## config.mk

```make
export PLATFORM = sky130hd
export DESIGN_NAME = feature_transfer_waiter
export DESIGN_NICKNAME = d
export VERILOG_FILES = /design/src/rtl/ci_wait_pkg.sv /design/src/rtl/channel_event_latch.sv /design/src/rtl/feature_transfer_waiter.sv
export SDC_FILE = /design/constraint.sdc
export NUM_CORES = 1
export LEC_CHECK = 0
export BUFFER_PORTS_ARGS = -buffer_cell sky130_fd_sc_hd__buf_2
export CORE_MARGIN = 4
export CORE_UTILIZATION = 49
export CTS_BUF_LIST = sky130_fd_sc_hd__clkbuf_2 sky130_fd_sc_hd__clkbuf_4 sky130_fd_sc_hd__clkbuf_8
export CTS_CLUSTER_DIAMETER = 200
export DETAILED_ROUTE_END_ITERATION = 7
export HOLD_SLACK_MARGIN = 0.08
export PLACE_DENSITY = 0.87
export SLEW_MARGIN = 20
export SYNTH_ARGS = -nofsm -noshare
export SYNTH_HDL_FRONTEND = slang
export SYNTH_SLANG_ARGS = --single-unit
```

## constraint.sdc

```tcl
create_clock -name clock -period 2.3 [get_ports clock]
set_input_delay 0.23 -clock clock [delete_from_list [all_inputs] [get_ports clock]]
set_output_delay 0.23 -clock clock [all_outputs]
set_load 0.05 [all_outputs]
```

## src/rtl/ci_wait_pkg.sv

```systemverilog
// rtl/ci_wait_pkg.sv - shared codes and constants for the feature-transfer CI waiter
// Purpose: mode encodings, fixed result words and FSM state encoding used by
//          feature_transfer_waiter and its testbench.
package ci_wait_pkg;

    localparam logic [1:0] MODE_WAIT    = 2'd0;
    localparam logic [1:0] MODE_POLL    = 2'd1;
    localparam logic [1:0] MODE_TIMEOUT = 2'd2;
    localparam logic [1:0] MODE_CLEAR   = 2'd3;

    localparam logic [31:0] RESULT_NO_DATA     = 32'h8000_0000;
    localparam logic [31:0] RESULT_BAD_CHANNEL = 32'hFFFF_FFFF;

    typedef enum logic [1:0] {
        ST_IDLE = 2'd0,
        ST_EVAL = 2'd1,
        ST_WAIT = 2'd2,
        ST_DONE = 2'd3
    } state_t;

endpackage

```

## src/rtl/channel_event_latch.sv

```systemverilog
// rtl/channel_event_latch.sv - per-channel transfer-complete edge latch with count capture
// Purpose: detects a rising edge of data_ready_i, sets pending and captures count_i.
//          clear_i drops pending unless a new edge arrives the same cycle (set wins).
// Ports:
//   clock, reset   system clock, synchronous active-high reset
//   data_ready_i   transfer-complete level from the engine
//   count_i        feature count sampled on the rising edge
//   clear_i        consume request from the CI FSM
//   pending_o      event latched and not yet consumed
//   count_o        count captured with the most recent edge
module channel_event_latch #(
    parameter int COUNT_WIDTH = 16
) (
    input  logic                   clock,
    input  logic                   reset,
    input  logic                   data_ready_i,
    input  logic [COUNT_WIDTH-1:0] count_i,
    input  logic                   clear_i,
    output logic                   pending_o,
    output logic [COUNT_WIDTH-1:0] count_o
);

    logic                   armed_q;
    logic                   prev_q;
    logic                   pending_q;
    logic                   pending_d;
    logic [COUNT_WIDTH-1:0] count_q;
    logic [COUNT_WIDTH-1:0] count_d;
    logic                   rise;

    // armed_q stays low for the first cycle after reset so that prev_q can
    // absorb a level that was already high; such a level is not a new event.
    assign rise = armed_q & data_ready_i & ~prev_q;

    always_comb begin
        pending_d = pending_q;
        count_d   = count_q;
        if (rise) begin
            pending_d = 1'b1;
            count_d   = count_i;
        end else if (clear_i) begin
            pending_d = 1'b0;
        end
    end

    always_ff @(posedge clock) begin
        if (reset) begin
            armed_q   <= 1'b0;
            prev_q    <= 1'b0;
            pending_q <= 1'b0;
            count_q   <= '0;
        end else begin
            armed_q   <= 1'b1;
            prev_q    <= data_ready_i;
            pending_q <= pending_d;
            count_q   <= count_d;
        end
    end

    assign pending_o = pending_q;
    assign count_o   = count_q;

endmodule

```

## src/rtl/feature_transfer_waiter.sv

```systemverilog
// rtl/feature_transfer_waiter.sv - multi-channel CI wait/poll/timeout/clear on transfer events
// Purpose: lets the CPU block on, poll, time out on or clear per-channel transfer-complete events.
// Ports:
//   clock, reset      system clock, synchronous active-high reset
//   dataReady         per-channel transfer-complete levels
//   numberOfFeatures  packed per-channel counts, channel i at [i*COUNT_WIDTH +: COUNT_WIDTH]
//   ciStart/ciCke/ciN CI handshake; accepted only in IDLE
//   ciValueA          [1:0] mode, [11:8] channel select
//   ciValueB          timeout in cycles (TIMEOUT mode)
//   ciDone/ciResult   registered one-cycle completion and result (result 0 otherwise)
//   pendingMask       per-channel pending flags
module feature_transfer_waiter
    import ci_wait_pkg::*;
#(
    parameter logic [7:0] CUSTOM_INSTRUCTION_ID = 8'd0,
    parameter int         NUM_CHANNELS          = 4,
    parameter int         COUNT_WIDTH           = 16
) (
    input  logic                                clock,
    input  logic                                reset,
    input  logic [NUM_CHANNELS-1:0]             dataReady,
    input  logic [NUM_CHANNELS*COUNT_WIDTH-1:0] numberOfFeatures,
    input  logic                                ciStart,
    input  logic                                ciCke,
    input  logic [7:0]                          ciN,
    input  logic [31:0]                         ciValueA,
    input  logic [31:0]                         ciValueB,
    output logic                                ciDone,
    output logic [31:0]                         ciResult,
    output logic [NUM_CHANNELS-1:0]             pendingMask
);

    state_t      state_q;
    logic [1:0]  mode_q;
    logic [3:0]  sel_q;
    logic [31:0] timer_q;
    logic        done_q;
    logic [31:0] result_q;

    logic [NUM_CHANNELS-1:0]             pending;
    logic [NUM_CHANNELS-1:0]             chan_clear;
    logic [NUM_CHANNELS*COUNT_WIDTH-1:0] counts;

    // Channel data padded to the full 16-entry select space so the 4-bit
    // select indexes without range issues; unused entries read as empty.
    logic [15:0]            pend_ext;
    logic [COUNT_WIDTH-1:0] cnt_ext [16];

    logic                   accept;
    logic                   sel_valid;
    logic                   sel_pending;
    logic [COUNT_WIDTH-1:0] sel_count;
    logic                   take_success;
    logic                   clear_all;
    logic                   unused_bits;

    assign unused_bits = ^{ciValueA[31:12], ciValueA[7:2]};

    generate
        for (genvar g = 0; g < 16; g++) begin : g_ch
            if (g < NUM_CHANNELS) begin : g_live
                channel_event_latch #(
                    .COUNT_WIDTH(COUNT_WIDTH)
                ) u_latch (
                    .clock       (clock),
                    .reset       (reset),
                    .data_ready_i(dataReady[g]),
                    .count_i     (numberOfFeatures[g*COUNT_WIDTH +: COUNT_WIDTH]),
                    .clear_i     (chan_clear[g]),
                    .pending_o   (pending[g]),
                    .count_o     (counts[g*COUNT_WIDTH +: COUNT_WIDTH])
                );
                assign cnt_ext[g] = counts[g*COUNT_WIDTH +: COUNT_WIDTH];
            end else begin : g_pad
                assign cnt_ext[g] = '0;
            end
        end
    endgenerate

    assign pend_ext    = 16'(pending);
    assign accept      = ciStart && ciCke && (ciN == CUSTOM_INSTRUCTION_ID);
    assign sel_valid   = (32'(sel_q) < 32'(NUM_CHANNELS));
    assign sel_pending = pend_ext[sel_q];
    assign sel_count   = cnt_ext[sel_q];

    // A successful completion consumes the selected event on the same edge
    // that moves the FSM into DONE; CLEAR never consumes through this path.
    assign take_success = sel_valid && sel_pending &&
                          (((state_q == ST_EVAL) && (mode_q != MODE_CLEAR)) ||
                           (state_q == ST_WAIT));
    assign clear_all    = (state_q == ST_EVAL) && sel_valid && (mode_q == MODE_CLEAR);

    always_comb begin
        chan_clear = '0;
        for (int i = 0; i < NUM_CHANNELS; i++) begin
            chan_clear[i] = clear_all || (take_success && (sel_q == 4'(i)));
        end
    end

    always_ff @(posedge clock) begin
        if (reset) begin
            state_q  <= ST_IDLE;
            mode_q   <= MODE_WAIT;
            sel_q    <= '0;
            timer_q  <= '0;
            done_q   <= 1'b0;
            result_q <= '0;
        end else begin
            case (state_q)
                ST_IDLE: begin
                    done_q   <= 1'b0;
                    result_q <= '0;
                    if (accept) begin
                        mode_q  <= ciValueA[1:0];
                        sel_q   <= ciValueA[11:8];
                        timer_q <= ciValueB;
                        state_q <= ST_EVAL;
                    end
                end
                ST_EVAL: begin
                    if (!sel_valid) begin
                        state_q  <= ST_DONE;
                        done_q   <= 1'b1;
                        result_q <= RESULT_BAD_CHANNEL;
                    end else if (mode_q == MODE_CLEAR) begin
                        state_q  <= ST_DONE;
                        done_q   <= 1'b1;
                        result_q <= 32'(pending);
                    end else if (take_success) begin
                        state_q  <= ST_DONE;
                        done_q   <= 1'b1;
                        result_q <= 32'(sel_count);
                    end else if ((mode_q == MODE_POLL) ||
                                 ((mode_q == MODE_TIMEOUT) && (timer_q == 32'd0))) begin
                        state_q  <= ST_DONE;
                        done_q   <= 1'b1;
                        result_q <= RESULT_NO_DATA;
                    end else begin
                        state_q <= ST_WAIT;
                    end
                end
                ST_WAIT: begin
                    if (take_success) begin
                        state_q  <= ST_DONE;
                        done_q   <= 1'b1;
                        result_q <= 32'(sel_count);
                    end else if ((mode_q == MODE_TIMEOUT) && (timer_q == 32'd1)) begin
                        state_q  <= ST_DONE;
                        done_q   <= 1'b1;
                        result_q <= RESULT_NO_DATA;
                    end else if (timer_q > 32'd1) begin
                        timer_q <= timer_q - 32'd1;
                    end
                end
                default: begin
                    state_q  <= ST_IDLE;
                    done_q   <= 1'b0;
                    result_q <= '0;
                end
            endcase
        end
    end

    assign ciDone      = done_q;
    assign ciResult    = result_q;
    assign pendingMask = pending;

endmodule
```

* Word level (Yosys, flattened, before mapping) *
Cells that the tools add are included.

operators by class
  $add $sub $neg = 1
  multiply operators = 0
  divide/modulo/power cells = 0
  $lt $le $gt $ge = 4
  equality and inequality tests = 16
  shifts and indexed selects = 0
  muxes and demuxes = 41
  bitwise operators = 13
  reductions and logical operators = 32

operators with widths
  operator                 count
  $mux W32                 10
  $pmux W32 S2             2
  $bmux W16 S4             1
  $eq A32 B1 Y1 const B    1
  $gt A32 B1 Y1 const B    1
  $logic_not A32 Y1        1
  $mux W16                 2
  $sub A32 B1 Y32 const B  1
  $mux W1                  20
  $logic_and A1 B1 Y1      13
  $reduce_bool A2 Y1       5
  $and A1 B1 Y1            8
  $eq A4 B2 Y1 const B     2
  $logic_not A8 Y1         1
  $ne A2 B2 Y1 const B     4
  $eq A2 B2 Y1 const B     3
  $logic_or A1 B1 Y1       6
  $mux W2                  3
  $pmux W2 S3              1
  $reduce_and A2 Y1        3
  $ge A5 B5 Y1 const B     1
  $lt A4 B5 Y1 const B     1
  $ne A5 B3 Y1 const B     1
  $not A4 Y5               1
  other kinds (11)         15

storage, ports and cells
  bits in registers = 146
  latch bits = 0
  bits in writable memories = 0
  bits in read-only memories = 0
  input bits = 144
  output and inout port bits = 37
  logic and storage cells = 126
  memories kept = 0

* Longest topological paths before layout *
  depth in word-level cells = 8
  gate-level depth with buffers = 10
  mapped depth without buffers = 8

* By module *
A second synthesis with hierarchy kept.

unflattened totals
  cells, all modules = 837
  area, all modules = 7561.0 um^2

modules (own cells, without submodules)
  module                   instances  cells each  area an instance (um^2)  seq. area each (um^2)
  feature_transfer_waiter  1          529         4287.9                   1181.1
  channel_event_latch      4          77          818.3                    380.4

* Worst setup path after synthesis *
OpenSTA, ideal clock, no wires.

  path kind = flip-flop to flip-flop
  from = register timer_q[12]
  to = register result_q[12] (netlist: ciResult[12])
  library setup time = 121 ps
  data arrival time = 2342 ps
  data required time = 2179 ps
  slack = -163 ps
  stages on the path, launching flop included = 9
  path buffers = 2
  clock period less this slack = 2463 ps
  cells stage by stage = dfxtp_1 or4_4 nor4_4 nand4_1 o311a_1 o21bai_1 buf_6 buf_12 mux2_4

on the way
  word-level cells in the longest chain between the ends = 5
  elaborated cells between the ends (all ways) = 8
  classes of those cells = 3 x eq/ne; 5 x reduce/logical

RTL lines
  item                                    RTL line                        source
  from (decl)                             feature_transfer_waiter.sv:36   logic [31:0] timer_q;
  from (signal assigned)                  feature_transfer_waiter.sv:116  timer_q <= ciValueB;
  from (signal assigned)                  feature_transfer_waiter.sv:152  timer_q <= timer_q - 32'd1;
  $logic_not A32 Y1                       feature_transfer_waiter.sv:134  ((mode_q == MODE_TIMEOUT) && (timer_q == 32'd0))) begin
  $logic_and A1 B1 Y1                     feature_transfer_waiter.sv:134
  $logic_or A1 B1 Y1                      feature_transfer_waiter.sv:133  end else if ((mode_q == MODE_POLL) ||
  $ne A5 B3 Y1 (no source line)           n/a
  $reduce_and A2 Y1 (no source line) (*)  n/a
  to (signal assigned)                    feature_transfer_waiter.sv:128  result_q <= 32'(pending);
  to (signal assigned)                    feature_transfer_waiter.sv:132  result_q <= 32'(sel_count);
  to (signal assigned)                    feature_transfer_waiter.sv:146  result_q <= 32'(sel_count);
  to (decl)                               feature_transfer_waiter.sv:38   logic [31:0] result_q;

Mark *: on every way between the ends. The rest lies on a longest branch, timed or not.
A chain may end at the register's enable or synchronous reset.

* Final worst setup path *
  from = register timer_q[12]
  to = register result_q[15] (netlist: ciResult[15])

The elaborated chain is that of the path after synthesis.

==> summary by stage <==
Critical path
The worst path buffer plus inverter count is 1. The cell count of the worst reg-to-reg path is 7. The startpoint type of the worst setup path is a flop. The startpoint identified for the worst register-to-register timing path is timer_q[12]. On the critical path, the stage with the largest delay is an instance of sky130_fd_sc_hd__or4_4. The count of cell instances traversed by the critical path is 7. The kind of critical path is reg2reg. The top cell family by delay on the critical path is simple AND/OR/NAND/NOR gates. In this run the worst path has a maximum fanout of 14. STA classifies the critical path endpoint as a flop. The required time of the worst setup path is 2650 ps. In this design, the stage delay of the slowest critical-path cell is 570 ps. Data on the critical path arrives at its endpoint at between 2000 and 3000 ps.

In this run the critical register-to-register path is captured at ciResult[15]. The critical path starts at timer_q[12]. The setup check on the worst reg-to-reg path leaves a slack of -120 ps. The signal on the critical path passes through or4_4 -> nor4_4 -> nand4_1 -> o311a_1 -> o21bai_4 -> buf_12 -> mux2_4.

The capturing element of the worst setup path is ciResult[15].

STA
Setup violations remaining at the end of the flow were counted as 46. Measured against its own limit, the worst slew margin works out to between 50 and 60%. After layout, the minimum clock period comes to ~2400 ps. Setup repair after global routing could not meet its margin everywhere. The count of final max-slew check failures is 0. The post-layout worst setup margin is -117 ps.

Summed over all failing endpoints, the final setup total negative slack is -3270 ps. The worst clock skew is 20.5 ps. The worst hold margin is between 100 and 150 ps. The count of endpoints failing hold in the final timing report is 0. Static timing analysis puts the maximum clock frequency at 0.414 GHz. Of the available clock period, the critical path in the final layout requires 105%. For the pin with the worst max-slew slack, the measured transition is ~650 ps.

Synthesis
By area, the combinational part of the netlist is dominated by simple AND/OR/NAND/NOR gates. For this run, the number of Yosys warnings is 0. Dividing the synthesized area by the synthesized cell count gives approximately 8.1 sq um. The netlist uses 60 different library cells. The post-synthesis register bit count is ~130. The flip-flop cell with the highest count after synthesis is sky130_fd_sc_hd__dfxtp_1. Summing the areas of all fa, ha and maj instances in the mapped netlist gives under 10% of the synthesized area. After synthesis, the share of flip-flops with an asynchronous set or reset is 0%.

The post-synth net total is around 960. The part of the Yosys area used for sequential elements is 40.1%. After technology mapping, the gate count stands at 812. The number of synthesized flops with an enable pin is 0.

The synthesized-area fraction occupied by ao, oa, aoi and oai cells is 18.2%. The area fraction in and, or, nand and nor cells after synthesis is a little under a quarter. The synthesized cell area is 6590 sq um. The share of cell area taken by muxes after synthesis is between 10% and 20%.

The post-synthesis share of cell area spent on xor and xnor gates is 0%.

Detailed routing
The total number of vias is about 7300. After detailed routing, the number of vias per cell comes to between 5 and 6. Before antenna repair, the detailed router went through 8 iterations.

The DRC violation total after the first TritonRoute iteration is 867. In the final routing, the length of wire on met1 measures between 8000 and 9000 um. The number of remaining DRC errors is 0.

The mean routed wirelength per cell is around 19 um. The top routing layer in use is met4. The count of nets left with antenna violations once routing finished came out at 0. The total wirelength of the detailed-routed design is 23300 um. The met3 wire length is about 2300 um. After detailed routing, the met2 layer carries ~11000 um of wire.

Die
Pin placement for this block handled roughly 180 I/O pins. The total die area is about 15000 sq um. The initial core utilization is around half. In this run the core area contains between 40 and 50 standard-cell rows. The height of the die is 124 um.

The horizontal die dimension is ~120 um. The standard cell core area is 13200 sq um.

Power
IR analysis of the VDD net gives a maximum drop of approximately 500 uV. The power density of the placed cells is roughly 650 nW/um^2. The total power draw is between 5 and 6 mW.

For this design the static power due to leakage is around 3.8 nW.

Global route
The initial antenna violation count is 2. The first-pass GRT wire length is 35000 um. The all-layer global routing usage is just under 30%.

Entering global routing, the biggest net connects 126 pins. The via count of the first global-routing pass is between 6000 and 7000. The total grt overflow is 0.

Outcome
The flow ran to the end, but the final reports show violations. The checks that failed: negative setup slack.

Layout
The non-filler instance count after layout is 1238. Registers take 2650 sq um. Fill cells in the final layout number 926. The signed area change from the synthesized netlist to the final layout is 36.1%. For this run, the share of the core covered by cells in the final layout is 68.0%. Cells with a size suffix above 1 make up around 29% of the layout.

In the final design database the tool counted ~1200 nets. The multi-input combinational cells in the finished layout cover a total of ~3600 sq um.

Worst hold path
The critical hold path startpoint is ciValueB[24]. The worst hold path cell count is 4. The class of the most critical hold timing path is in2reg.

Clock network
The maximum buffer depth of the clock tree is 2. The clock root buffer master is sky130_fd_sc_hd__clkbuf_8. Clock-pin slew was measured on the worst setup and hold paths at about 80 ps.

For the worst-skew pair, the clock arrives at the later sink with an insertion delay of about 470 ps. CTS built an H-tree with a depth of 4. Counting the buffers created by CTS gives 17. The tree built by TritonCTS fans out to 132 sinks.

The TritonCTS clock tree is done.

Flow run
Max-cap violations in this run came to 0.

Placed design
The global placement routability congestion is around 0.9. The number of buffers added on ports is approximately 150. The detailed-placement wirelength estimate is 12700 um.

The number of placed instances, taps included, is 1124.
## sequential cells by signal (all words and copies together), names as in the netlist
| name | flops |
|---|---|
| state_q | 2 |
| g_ch.g_live.u_latch.armed_q | 1 |
| sel_q | 4 |
| ciDone | 1 |
| g_ch.g_live.u_latch.prev_q | 4 |
| g_ch.g_live.u_latch.count_o | 64 |
| timer_q | 32 |
| ciResult | 18 |
| mode_q | 2 |
| g_ch.g_live.u_latch.pending_o | 4 |
## cell type report
cell class | instances | area share (%)
antenna | 2 | 0.0558
sequential | 132 | 29.5
timing repair buffer | 286 | 22.8
multi-input combinational | 595 | 40.1
inverter | 15 | 0.628
tap | 176 | 2.46
clock inverter | 13 | 1.66
clock buffer | 19 | 2.85
## worst register-to-register path, stage by stage (launching register included)
cell	delay (ps)
sky130_fd_sc_hd__dfxtp_1	320
sky130_fd_sc_hd__or4_4	570
sky130_fd_sc_hd__nor4_4	280
sky130_fd_sc_hd__nand4_1	150
sky130_fd_sc_hd__o311a_1	340
sky130_fd_sc_hd__o21bai_4	190
sky130_fd_sc_hd__buf_12	170
sky130_fd_sc_hd__mux2_4	290
## Yosys cell counts, drive strengths merged (4+ instances only)
cell type | number | area, sq um
nand2 | 185 | 694
a21oi | 133 | 666
dfxtp | 132 | 2640
nor2 | 55 | 206
clkbuf | 46 | 173
o21ai | 34 | 170
buf | 24 | 184
nor2b | 21 | 131
mux4 | 17 | 383
mux2 | 15 | 184
mux2i | 15 | 150
inv | 14 | 52.6
a21o | 12 | 90.1
nand3 | 11 | 55.1
nor3 | 11 | 60.1
nor4 | 10 | 92.6
and3 | 7 | 43.8
ha | 7 | 87.6
o32ai | 7 | 61.3
or2 | 5 | 31.3
or4 | 5 | 45.0
nand2b | 4 | 25.0
## where the power goes
part           switching, mW  total, mW  internal, mW  leakage [nW]
logic                  0.753       1.41         0.656          2.49
clock network           1.00       2.02          1.02         0.197
registers             0.0613       2.43          2.37          1.07
## layout by cell type, fill, tap and decap left out, drive strengths merged, types with 10 or more instances in the layout
cell type,Yosys,final
dfxtp,132,132
clkbuf,46,20
nand2,185,185
o21ai,34,34
a21o,12,12
mux2,15,15
mux2i,15,15
inv,14,18
nor4,10,10
mux4,17,17
buf,24,211
nor2,55,55
nor2b,21,21
a21oi,133,133
nor3,11,11
nand3,11,11
dlygate4sd3,0,74
## kinds of logic after synthesis
group	after synthesis
buf+inv	85
compound gates	212
fa+ha+maj	7
mux	47
simple gates	329
flops	132
## worst min-delay path by stage
stage / end / slack [ps]
after global placement: g_ch[2].g_live.u_latch.count_o[15] / 440
after floorplan: g_ch[0].g_live.u_latch.prev_q / 360
after global routing: timer_q[19] / 130
final: timer_q[24] / 110
after detailed placement: g_ch[0].g_live.u_latch.count_o[10] / 450
after CTS: timer_q[28] / 100
## layer usage
layer,vias to the layer above,global-route usage [%]
li1,3277,-
met1,3401,35.3
met2,527,47.8
met3,135,6.81
met4,0,18.0
met5,-,0
## through the flow
step                setup WS, ps  cell area, sq um
finish                      -117              8970
global route                -171              8970
CTS                         -105              8870
detailed placement          -157              7710
global placement            -130              7710
floorplan                   -123              6600
## what timing repair did
item	in CTS	in global routing
gates resized for setup	1	7
hold buffers	74	0
pin swaps	4	3
endpoints found under the hold margin	74	0
endpoints found under the setup margin	32	50
gates cloned	0	1
setup buffers	1	4
(Power assumes the default switching activity.)
